File: config.mk
export PLATFORM = sky130hd
export DESIGN_NAME = mx_int_vec_stim_gen
export DESIGN_NICKNAME = d
export VERILOG_FILES = /design/src/rtl/mx_int_vec_stim_gen.sv
export SDC_FILE = /design/constraint.sdc
export NUM_CORES = 1
export LEC_CHECK = 0
export ABC_CLOCK_PERIOD_IN_PS = 3450
export CORE_ASPECT_RATIO = 0.7
export CORE_MARGIN = 2
export CORE_UTILIZATION = 52
export CTS_BUF_LIST = sky130_fd_sc_hd__clkbuf_2
export DETAILED_ROUTE_END_ITERATION = 16
export HOLD_SLACK_MARGIN = 0.06
export PLACE_DENSITY = 0.82
export SLEW_MARGIN = 20
export SYNTH_ARGS = -nofsm -noshare
export SYNTH_HDL_FRONTEND = slang
export SYNTH_SLANG_ARGS = --single-unit
File: constraint.sdc
create_clock -name clk -period 3.45 [get_ports clk]
set_clock_uncertainty 0.05 [all_clocks]
set_input_delay 0.5175 -clock clk [delete_from_list [all_inputs] [get_ports clk]]
set_output_delay 0.5175 -clock clk [all_outputs]
set_load 0.005 [all_outputs]
File: src/rtl/mx_int_vec_stim_gen.sv
// ---------------------------------------------------------------------------
// mx_int_vec_stim_gen
//
// Stimulus generator for MX integer ALU blocks. Builds BLOCK_SIZE-element
// two's-complement vectors plus an E8M0 shared scale from a 32-bit Galois
// LFSR (one element per cycle) and offers each vector on a valid/ready port.
//
// Optional build macro:
//   MX_STIM_SYMMETRIC_EN - when defined, any element equal to -2^(W-1) is
//                          emitted as -(2^(W-1)-1) so that negating an
//                          element can never overflow.
//
// Ports:
//   clk          in   rising-edge clock
//   rst          in   synchronous active-high reset
//   start_i      in   start a run (sampled only when idle)
//   n_vectors_i  in   vectors per run, captured at start
//   mode_i       in   00 random, 01 random + LFSR-chosen zero,
//                     10 corner values, 11 random + zero at zero_idx_i
//   zero_idx_i   in   fixed zero index for mode 11, captured at start
//   ready_i      in   consumer accepts the presented vector
//   elements_o   out  element i at [i*ELEM_WIDTH +: ELEM_WIDTH]
//   scale_o      out  shared scale (all-ones NaN code never produced)
//   zero_idx_o   out  index zeroed in the current vector (modes 01/11)
//   valid_o      out  vector valid
//   busy_o       out  run in progress
//   done_o       out  one-cycle pulse at end of run
//   vec_cnt_o    out  vectors accepted in the current run
// ---------------------------------------------------------------------------
module mx_int_vec_stim_gen #(
    parameter int          ELEM_WIDTH  = 8,
    parameter int          BLOCK_SIZE  = 32,
    parameter int          SCALE_WIDTH = 8,
    parameter logic [31:0] LFSR_SEED   = 32'hACE11234,
    parameter int          GAP_CYCLES  = 32
) (
    input  logic                               clk,
    input  logic                               rst,
    input  logic                               start_i,
    input  logic [15:0]                        n_vectors_i,
    input  logic [1:0]                         mode_i,
    input  logic [$clog2(BLOCK_SIZE)-1:0]      zero_idx_i,
    input  logic                               ready_i,
    output logic [BLOCK_SIZE*ELEM_WIDTH-1:0]   elements_o,
    output logic [SCALE_WIDTH-1:0]             scale_o,
    output logic [$clog2(BLOCK_SIZE)-1:0]      zero_idx_o,
    output logic                               valid_o,
    output logic                               busy_o,
    output logic                               done_o,
    output logic [15:0]                        vec_cnt_o
);

    localparam int          IDX_W    = $clog2(BLOCK_SIZE);
    localparam int          REP      = (ELEM_WIDTH + 31) / 32;
    localparam int          GAP_W    = (GAP_CYCLES > 1) ? $clog2(GAP_CYCLES) : 1;
    localparam logic [GAP_W-1:0] GAP_LAST = GAP_W'((GAP_CYCLES > 0) ? GAP_CYCLES - 1 : 0);
    localparam logic [31:0] LFSR_MASK = 32'h80200003;
    // An all-zero Galois LFSR would lock up, so a zero seed is replaced.
    localparam logic [31:0] SEED_EFF  = (LFSR_SEED == 32'h0) ? 32'h1 : LFSR_SEED;

    localparam logic [ELEM_WIDTH-1:0]  MOST_NEG = {1'b1, {(ELEM_WIDTH-1){1'b0}}};
    localparam logic [ELEM_WIDTH-1:0]  MOST_POS = ~MOST_NEG;
    localparam logic [ELEM_WIDTH-1:0]  SYM_NEG  = MOST_NEG + ELEM_WIDTH'(1);
    localparam logic [SCALE_WIDTH-1:0] NAN_SUB  = {{(SCALE_WIDTH-1){1'b1}}, 1'b0};

`ifdef MX_STIM_SYMMETRIC_EN
    localparam bit SYMMETRIC = 1'b1;
`else
    localparam bit SYMMETRIC = 1'b0;
`endif

    typedef enum logic [2:0] {
        ST_IDLE,
        ST_GEN,
        ST_PRESENT,
        ST_GAP,
        ST_DONE
    } state_e;

    typedef enum logic [1:0] {
        MODE_RAND       = 2'b00,
        MODE_ZERO_LFSR  = 2'b01,
        MODE_CORNER     = 2'b10,
        MODE_ZERO_FIXED = 2'b11
    } mode_e;

    state_e           state;
    mode_e            mode_q;
    logic [15:0]      n_q;
    logic [IDX_W-1:0] zidx_q;
    logic [IDX_W-1:0] elem_idx;
    logic [GAP_W-1:0] gap_cnt;
    logic [31:0]      lfsr;

    logic [31:0]            lfsr_next;
    logic [SCALE_WIDTH-1:0] scale_next;
    logic [IDX_W-1:0]       zidx_first;
    logic [IDX_W-1:0]       zidx_cur;
    logic [ELEM_WIDTH-1:0]  elem_val;
    logic [15:0]            cnt_next;
    logic                   zero_mode;

    // NOTE: every variable gets a default at the top of the always_comb so
    // no path leaves it unassigned, which would otherwise infer a latch.
    always_comb begin
        lfsr_next  = lfsr[0] ? ((lfsr >> 1) ^ LFSR_MASK) : (lfsr >> 1);
        scale_next = lfsr[SCALE_WIDTH-1:0];
        zidx_first = '0;
        zero_mode  = (mode_q == MODE_ZERO_LFSR) || (mode_q == MODE_ZERO_FIXED);
        cnt_next   = vec_cnt_o + 16'd1;

        if (&scale_next) begin
            scale_next = NAN_SUB;
        end

        if (mode_q == MODE_ZERO_LFSR) begin
            zidx_first = lfsr[IDX_W-1:0];
        end else if (mode_q == MODE_ZERO_FIXED) begin
            zidx_first = zidx_q;
        end

        // Element 0 is written on the same edge that registers the zero
        // index, so it must use the freshly computed index.
        zidx_cur = (elem_idx == '0) ? zidx_first : zero_idx_o;

        elem_val = ELEM_WIDTH'({REP{lfsr}});
        if (mode_q == MODE_CORNER) begin
            elem_val = elem_idx[0] ? MOST_NEG : MOST_POS;
        end
        if (zero_mode && (elem_idx == zidx_cur)) begin
            elem_val = '0;
        end
        if (SYMMETRIC && (elem_val == MOST_NEG)) begin
            elem_val = SYM_NEG;
        end
    end

    // NOTE: state registers use non-blocking assignments so every flop in
    // this block samples the pre-edge values, independent of statement order.
    always_ff @(posedge clk) begin
        if (rst) begin
            state      <= ST_IDLE;
            mode_q     <= MODE_RAND;
            n_q        <= '0;
            zidx_q     <= '0;
            elem_idx   <= '0;
            gap_cnt    <= '0;
            lfsr       <= SEED_EFF;
            // NOTE: the element register file is reset too, because the
            // outputs it drives must read zero straight out of reset.
            elements_o <= '0;
            scale_o    <= '0;
            zero_idx_o <= '0;
            valid_o    <= 1'b0;
            busy_o     <= 1'b0;
            done_o     <= 1'b0;
            vec_cnt_o  <= '0;
        end else begin
            done_o <= 1'b0;
            case (state)
                ST_IDLE: begin
                    if (start_i) begin
                        mode_q    <= mode_e'(mode_i);
                        n_q       <= n_vectors_i;
                        zidx_q    <= zero_idx_i;
                        vec_cnt_o <= '0;
                        elem_idx  <= '0;
                        busy_o    <= 1'b1;
                        if (n_vectors_i == 16'd0) begin
                            state  <= ST_DONE;
                            done_o <= 1'b1;
                        end else begin
                            state <= ST_GEN;
                        end
                    end
                end

                ST_GEN: begin
                    lfsr <= lfsr_next;
                    if (elem_idx == '0) begin
                        scale_o    <= scale_next;
                        zero_idx_o <= zidx_first;
                    end
                    elements_o[elem_idx*ELEM_WIDTH +: ELEM_WIDTH] <= elem_val;
                    // BLOCK_SIZE is a power of two, so the index wraps to 0
                    // exactly when the vector is complete.
                    elem_idx <= elem_idx + IDX_W'(1);
                    if (elem_idx == IDX_W'(BLOCK_SIZE - 1)) begin
                        state   <= ST_PRESENT;
                        valid_o <= 1'b1;
                    end
                end

                ST_PRESENT: begin
                    if (ready_i) begin
                        valid_o   <= 1'b0;
                        vec_cnt_o <= cnt_next;
                        if (cnt_next == n_q) begin
                            state  <= ST_DONE;
                            done_o <= 1'b1;
                        end else if (GAP_CYCLES == 0) begin
                            state <= ST_GEN;
                        end else begin
                            state   <= ST_GAP;
                            gap_cnt <= '0;
                        end
                    end
                end

                ST_GAP: begin
                    if (gap_cnt == GAP_LAST) begin
                        state <= ST_GEN;
                    end else begin
                        gap_cnt <= gap_cnt + GAP_W'(1);
                    end
                end

                ST_DONE: begin
                    state  <= ST_IDLE;
                    busy_o <= 1'b0;
                end

                default: begin
                    state  <= ST_IDLE;
                    busy_o <= 1'b0;
                end
            endcase
        end
    end

endmodule

Word-level counts from Yosys, hierarchy flattened. Index checks and enable logic that the tools add are counted.

Input bits: 27. Logic and storage cells: 92. Bits in registers: 356. Output and inout port bits: 288.

Add/subtract/negate cells: 4. Eq/ne operators: 16. Bitwise operators: 2. Reductions and logical operators: 19. Shifts and indexed selects: 2. Muxes and demuxes: 35.

Operators with widths (count): 256-bit bitwise mux (1); 8-bit by 34-bit variable shift with 256-bit output (first input constant) (1); 8-bit by 34-bit indexed part select with 256-bit output (1); 5-bit two-way mux (7); 8-bit negator with 34-bit output (1); 16-bit two-way mux (2); 32-bit two-way mux (1); 8-bit two-way mux (4); 16-bit case mux with 2 select lines (1); 5-bit case mux with 2 select lines (2); 3-bit two-way mux (6); 16-bit by 1-bit adder with 16-bit output (second input constant) (1); 16-bit equality test (1); 16-bit logical NOT (1); 2-bit inequality test (second input constant) (6); 3-bit case mux with 4 select lines (1); 5-bit by 1-bit adder with 5-bit output (second input constant) (2); 5-bit equality test (second input constant) (2); 2-bit AND reduction (4); 4-bit AND reduction (2); 8-bit AND reduction (1); 2-bit nonzero test (4); 1-bit two-way mux (7); 3-bit by 2-bit equality test with 1-bit output (second input constant) (2); 13 further kinds (17).

Logic depth before layout (Yosys ltp).
Word-level depth: 9. Gate-level depth with buffers: 16. Gate-level depth less buffers: 12.

Worst setup path before layout. Ideal clock, no wire load.

Path type: register to register. From: register elem_idx[0]. To: register elements_o[135]. Path buffers: 4. Stages on the path, launching flop included: 16. Required time: 3.268 ns. Setup time: 0.132 ns. Clock period less this slack: 3.142 ns. Path slack: 0.308 ns. Arrival: 2.960 ns. Path through: dfxtp_1 -> clkbuf_1 -> inv_1 -> ha_1 -> nand2b_1 -> nor2_1 -> ha_1 -> clkbuf_1 -> a31oi_1 -> xnor2_1 -> nor4_4 -> nand2_2 -> buf_2 -> buf_2 -> nand3_1 -> a21oi_1.

Longest elaborated chain between the ends: 7. Elaborated cells on any way between the ends: 11. Those cells by class: add/sub: 1; eq/ne: 1; shift: 2; mux: 5; reduce/logical: 2.

Ends and longest elaborated chain: start, declared (line 91) `logic [IDX_W-1:0] elem_idx;`; start signal, assigned (line 187) `elem_idx <= elem_idx + IDX_W'(1);`; 5-bit logical NOT (line 124) `zidx_cur = (elem_idx == '0) ? zidx_first : zero_idx_o;`; 5-bit two-way mux; 5-bit equality test (line 130) `if (zero_mode && (elem_idx == zidx_cur)) begin`; 1-bit logical AND (line 130); 8-bit two-way mux (line 130); 8-bit by 34-bit indexed part select with 256-bit output (line 184) `elements_o[elem_idx*ELEM_WIDTH +: ELEM_WIDTH] <= elem_val;`; 256-bit bitwise mux * (line 184); end signal, assigned by index (line 184); end, declared (line 44) `output logic [BLOCK_SIZE*ELEM_WIDTH-1:0] elements_o,`.

Mark *: on every way between the ends. The rest lies on a longest branch, timed or not. A chain may end at the register's enable or synchronous reset.

Final worst setup path.
From: register elem_idx[1]. To: register elements_o[201].

The elaborated chain is that of the path after synthesis.

==> results.json <==
{
  "drt_iter0_markers": 1455,
  "area_delta_synth_final_pct": 31.3,
  "syn_nets": 1761,
  "synth_cell_types": 58,
  "cpMostUsedCell": "nor2_1",
  "power.internal_mw": 5.42,
  "clock-sinks": 356,
  "die-area_mm2": 0.0284,
  "critPathArrivalTime_ps": 3930,
  "synth_common_cells": "nand2_1, dfxtp_1, a21oi_1",
  "worst_slew_pin_slew_ps": 824,
  "netlist_area_mm2": 0.0141,
  "ys_ff_latch": 356,
  "power_density_mw_per_mm2": 407,
  "fmax_mhz": 315,
  "crit_slowest_cell": "nor2_1",
  "synth_area_leaders": "dfxtp_1, nand2_1, a21oi_1, nand3_1, nor2_1",
  "synth_edf_count": 0,
  "ant_nets": 0,
  "vias": 14500,
  "finalSetupViolations": 0,
  "power.leakage_nw": 6.39,
  "crit_chain": "inv_1 > ha_1 > nand2b_1 > nor2_1 > ha_1 > buf_4 > or3_1 > nor2_1 > nand2_1 > nor2_1 > a22o_1",
  "rows": 50,
  "io_pins": 315,
  "grt_util_all_layers_pct": 32.4,
  "clock_path_buffers": 3,
  "final_nets": 2108,
  "synth_ff_type": "dfxtp_1",
  "path_class": "flop to flop",
  "vias_per_cell": 5.79,
  "hold_class": "primary input to flop",
  "numCtsBuffers": 82,
  "whs_ps": 129,
  "finalWeightedCongestion": 0.911,
  "antenna_found_initial": 0,
  "finalHoldViolCount": 0,
  "synth.top_cell.area_share_pct": 50.6,
  "outcome": "complete, no violations",
  "cp-end-kind": "flop",
  "pwr-share-seq_pct": 56.0,
  "wl_um": 47100,
  "grt_max_degree": 120,
  "fin_cells": 2498,
  "synth_most_common_cell": "nand2_1",
  "dr.pass1.iters": 6,
  "grt_pass1_vias": 13700,
  "layout-drive-gt1-share_pct": 9.33,
  "rsz0062_at_grt": "no",
  "required_ps": 4200,
  "place.port_buffers": 314,
  "grt_pass1_wl_um": 73900,
  "maxSlewViolCount": 0,
  "post-route-min-period_ps": 3170,
  "power_frac_comb_pct": 7.3,
  "synth_largest_area_cell": "dfxtp_1",
  "start_util_pct": 52.8,
  "drc": 0,
  "crit_path_max_incr_delay_ps": 500,
  "cts_tree": "built",
  "finalSetupTns_ps": 0,
  "fp.coreArea_mm2": 0.0267,
  "period_share_pct": 91.9,
  "yosys_warnings": 0,
  "vdd_ir_drop_max_v": 0.000239,
  "power.switching_mw": 2.09,
  "pwr-share-clk_pct": 36.8,
  "ys_seq_area_share_pct": 50.6,
  "die_w_um": 201,
  "switching_share_pct": 27.9,
  "n_antenna_cell": 0,
  "routedWlPerCell_um": 18.9,
  "cts_max_level": 3,
  "relSlewSlack_pct": 44.8,
  "maxCapViolations": 0,
  "fillers": 2194,
  "syn_inst": 1726,
  "cp_max_fo": 11,
  "place_hpwl_um": 33300,
  "utilization_pct": 69.3,
  "dp.cells": 2344,
  "ys_async_sr_fraction_pct": 0,
  "grt_overflow": 0,
  "rrSetupSlack_ps": 280,
  "clock_latency_ps": 920,
  "worst_setup_path_start_kind": "flop",
  "clkSlewWorstSetupHoldPaths_ps": 110,
  "syn_area_per_cell_um2": 8.15,
  "cts_root_buf": "clkbuf_2",
  "die_y_um": 142
}
[cell type report]
class / count / area (um^2) / area share, %
inverters: 5 / 18.8 / 0.102
multi-input cells: 1264 / 6560 / 35.5
repair buffers: 364 / 3570 / 19.3
clock inverters: 23 / 140 / 0.758
clock buffers: 122 / 611 / 3.30
flip-flops and latches: 356 / 7130 / 38.6
well taps: 364 / 455 / 2.46
[stage by stage]
step	power (mW)	instance area, um^2	setup WS [ps]
finish	7.52	18500	280
detailed placement	4.82	17600	279
global route	7.80	18500	22.4
floorplan	4.62	14100	308
CTS	7.52	18500	243
global placement	4.81	17600	393
[final timing paths]
check	end	cells after the start	startpoint
max	elements_o[201]$_SDFFE_PP0P_	11	elem_idx[1]$_SDFFE_PP0P_
min	mode_q[1]$_SDFFE_PP0P_	3	mode_i[1]
max reg2reg	elements_o[201]$_SDFFE_PP0P_	11	elem_idx[1]$_SDFFE_PP0P_
min reg2reg	lfsr[26]$_SDFFE_PP1P_	2	lfsr[27]$_SDFFE_PP1P_
[sequential cells by signal (all words and copies together), names as in the netlist]
name and flops:
valid_o 1, mode_q 2, gap_cnt 5, busy_o 1, state 3, lfsr 32
elements_o 256, n_q 16, elem_idx 5, zero_idx_o 5, vec_cnt_o 16, zidx_q 5
done_o 1, scale_o 8
[layout by cell type (no fill, tap or decap), types with 11 or more instances in the layout]
cell               n
clkbuf_2         122
o21ai_0           36
nand3b_1          18
nand2_1          452
nand2b_1          11
a21oi_1          249
dfxtp_1          356
xnor2_1           21
clkinv_1          16
nor3_1            35
a21oi_2           11
nor2_1           111
nand3_1          103
a22o_1            44
buf_4             39
a32o_1            32
clkdlybuf4s50_1  313
[what timing repair did]
item                                    CTS  global route
endpoints found under the setup margin    0            31
hold buffers                              9             0
gates resized for setup                   0             2
setup buffers                             0             0
hold endpoints to repair                  9             0
[critical path: cells and delay by family, from the launching register on]
family | cells | cell delay, ps
and+or+nand+nor | 6 | 1510
adders and majority gates | 2 | 500
DFF | 1 | 470
buffers and inverters | 2 | 300
AOI/OAI and AO/OA | 1 | 230
[logic make-up (layout without fill, tap and decap cells)]
kind of cell               after synthesis  in the layout  synth area share (%)
AOI/OAI and AO/OA                      417            417                  18.3
DFF                                    356            356                  50.6
and+or+nand+nor                        804            804                  25.1
buffers and inverters                  106            514                  2.98
adders and majority gates                8              8                 0.711
muxes                                    9              9                 0.684
xor gates and xnor gates                26             26                  1.62
[power by group through the flow]
stage               Sequential [mW]  Combinational [mW]  Clock (mW)
floorplan                      4.28               0.340           0
global route                   4.21               0.591        3.00
global placement               4.30               0.511           0
detailed placement             4.30               0.523           0
CTS                            4.20               0.533        2.79
finish                         4.21               0.546        2.76
[per-layer routing]
metal	vias to the layer above	share of wire (%)	routed length, um	GRT usage (%)
li1	6736	-	-	-
met3	103	11	5220	9.51
met2	785	43	20500	49.0
met4	0	3.1	1480	13.3
met5	-	0	0	0
met1	6843	42	20000	43.6
No activity file was read; power rests on OpenSTA's default activity.
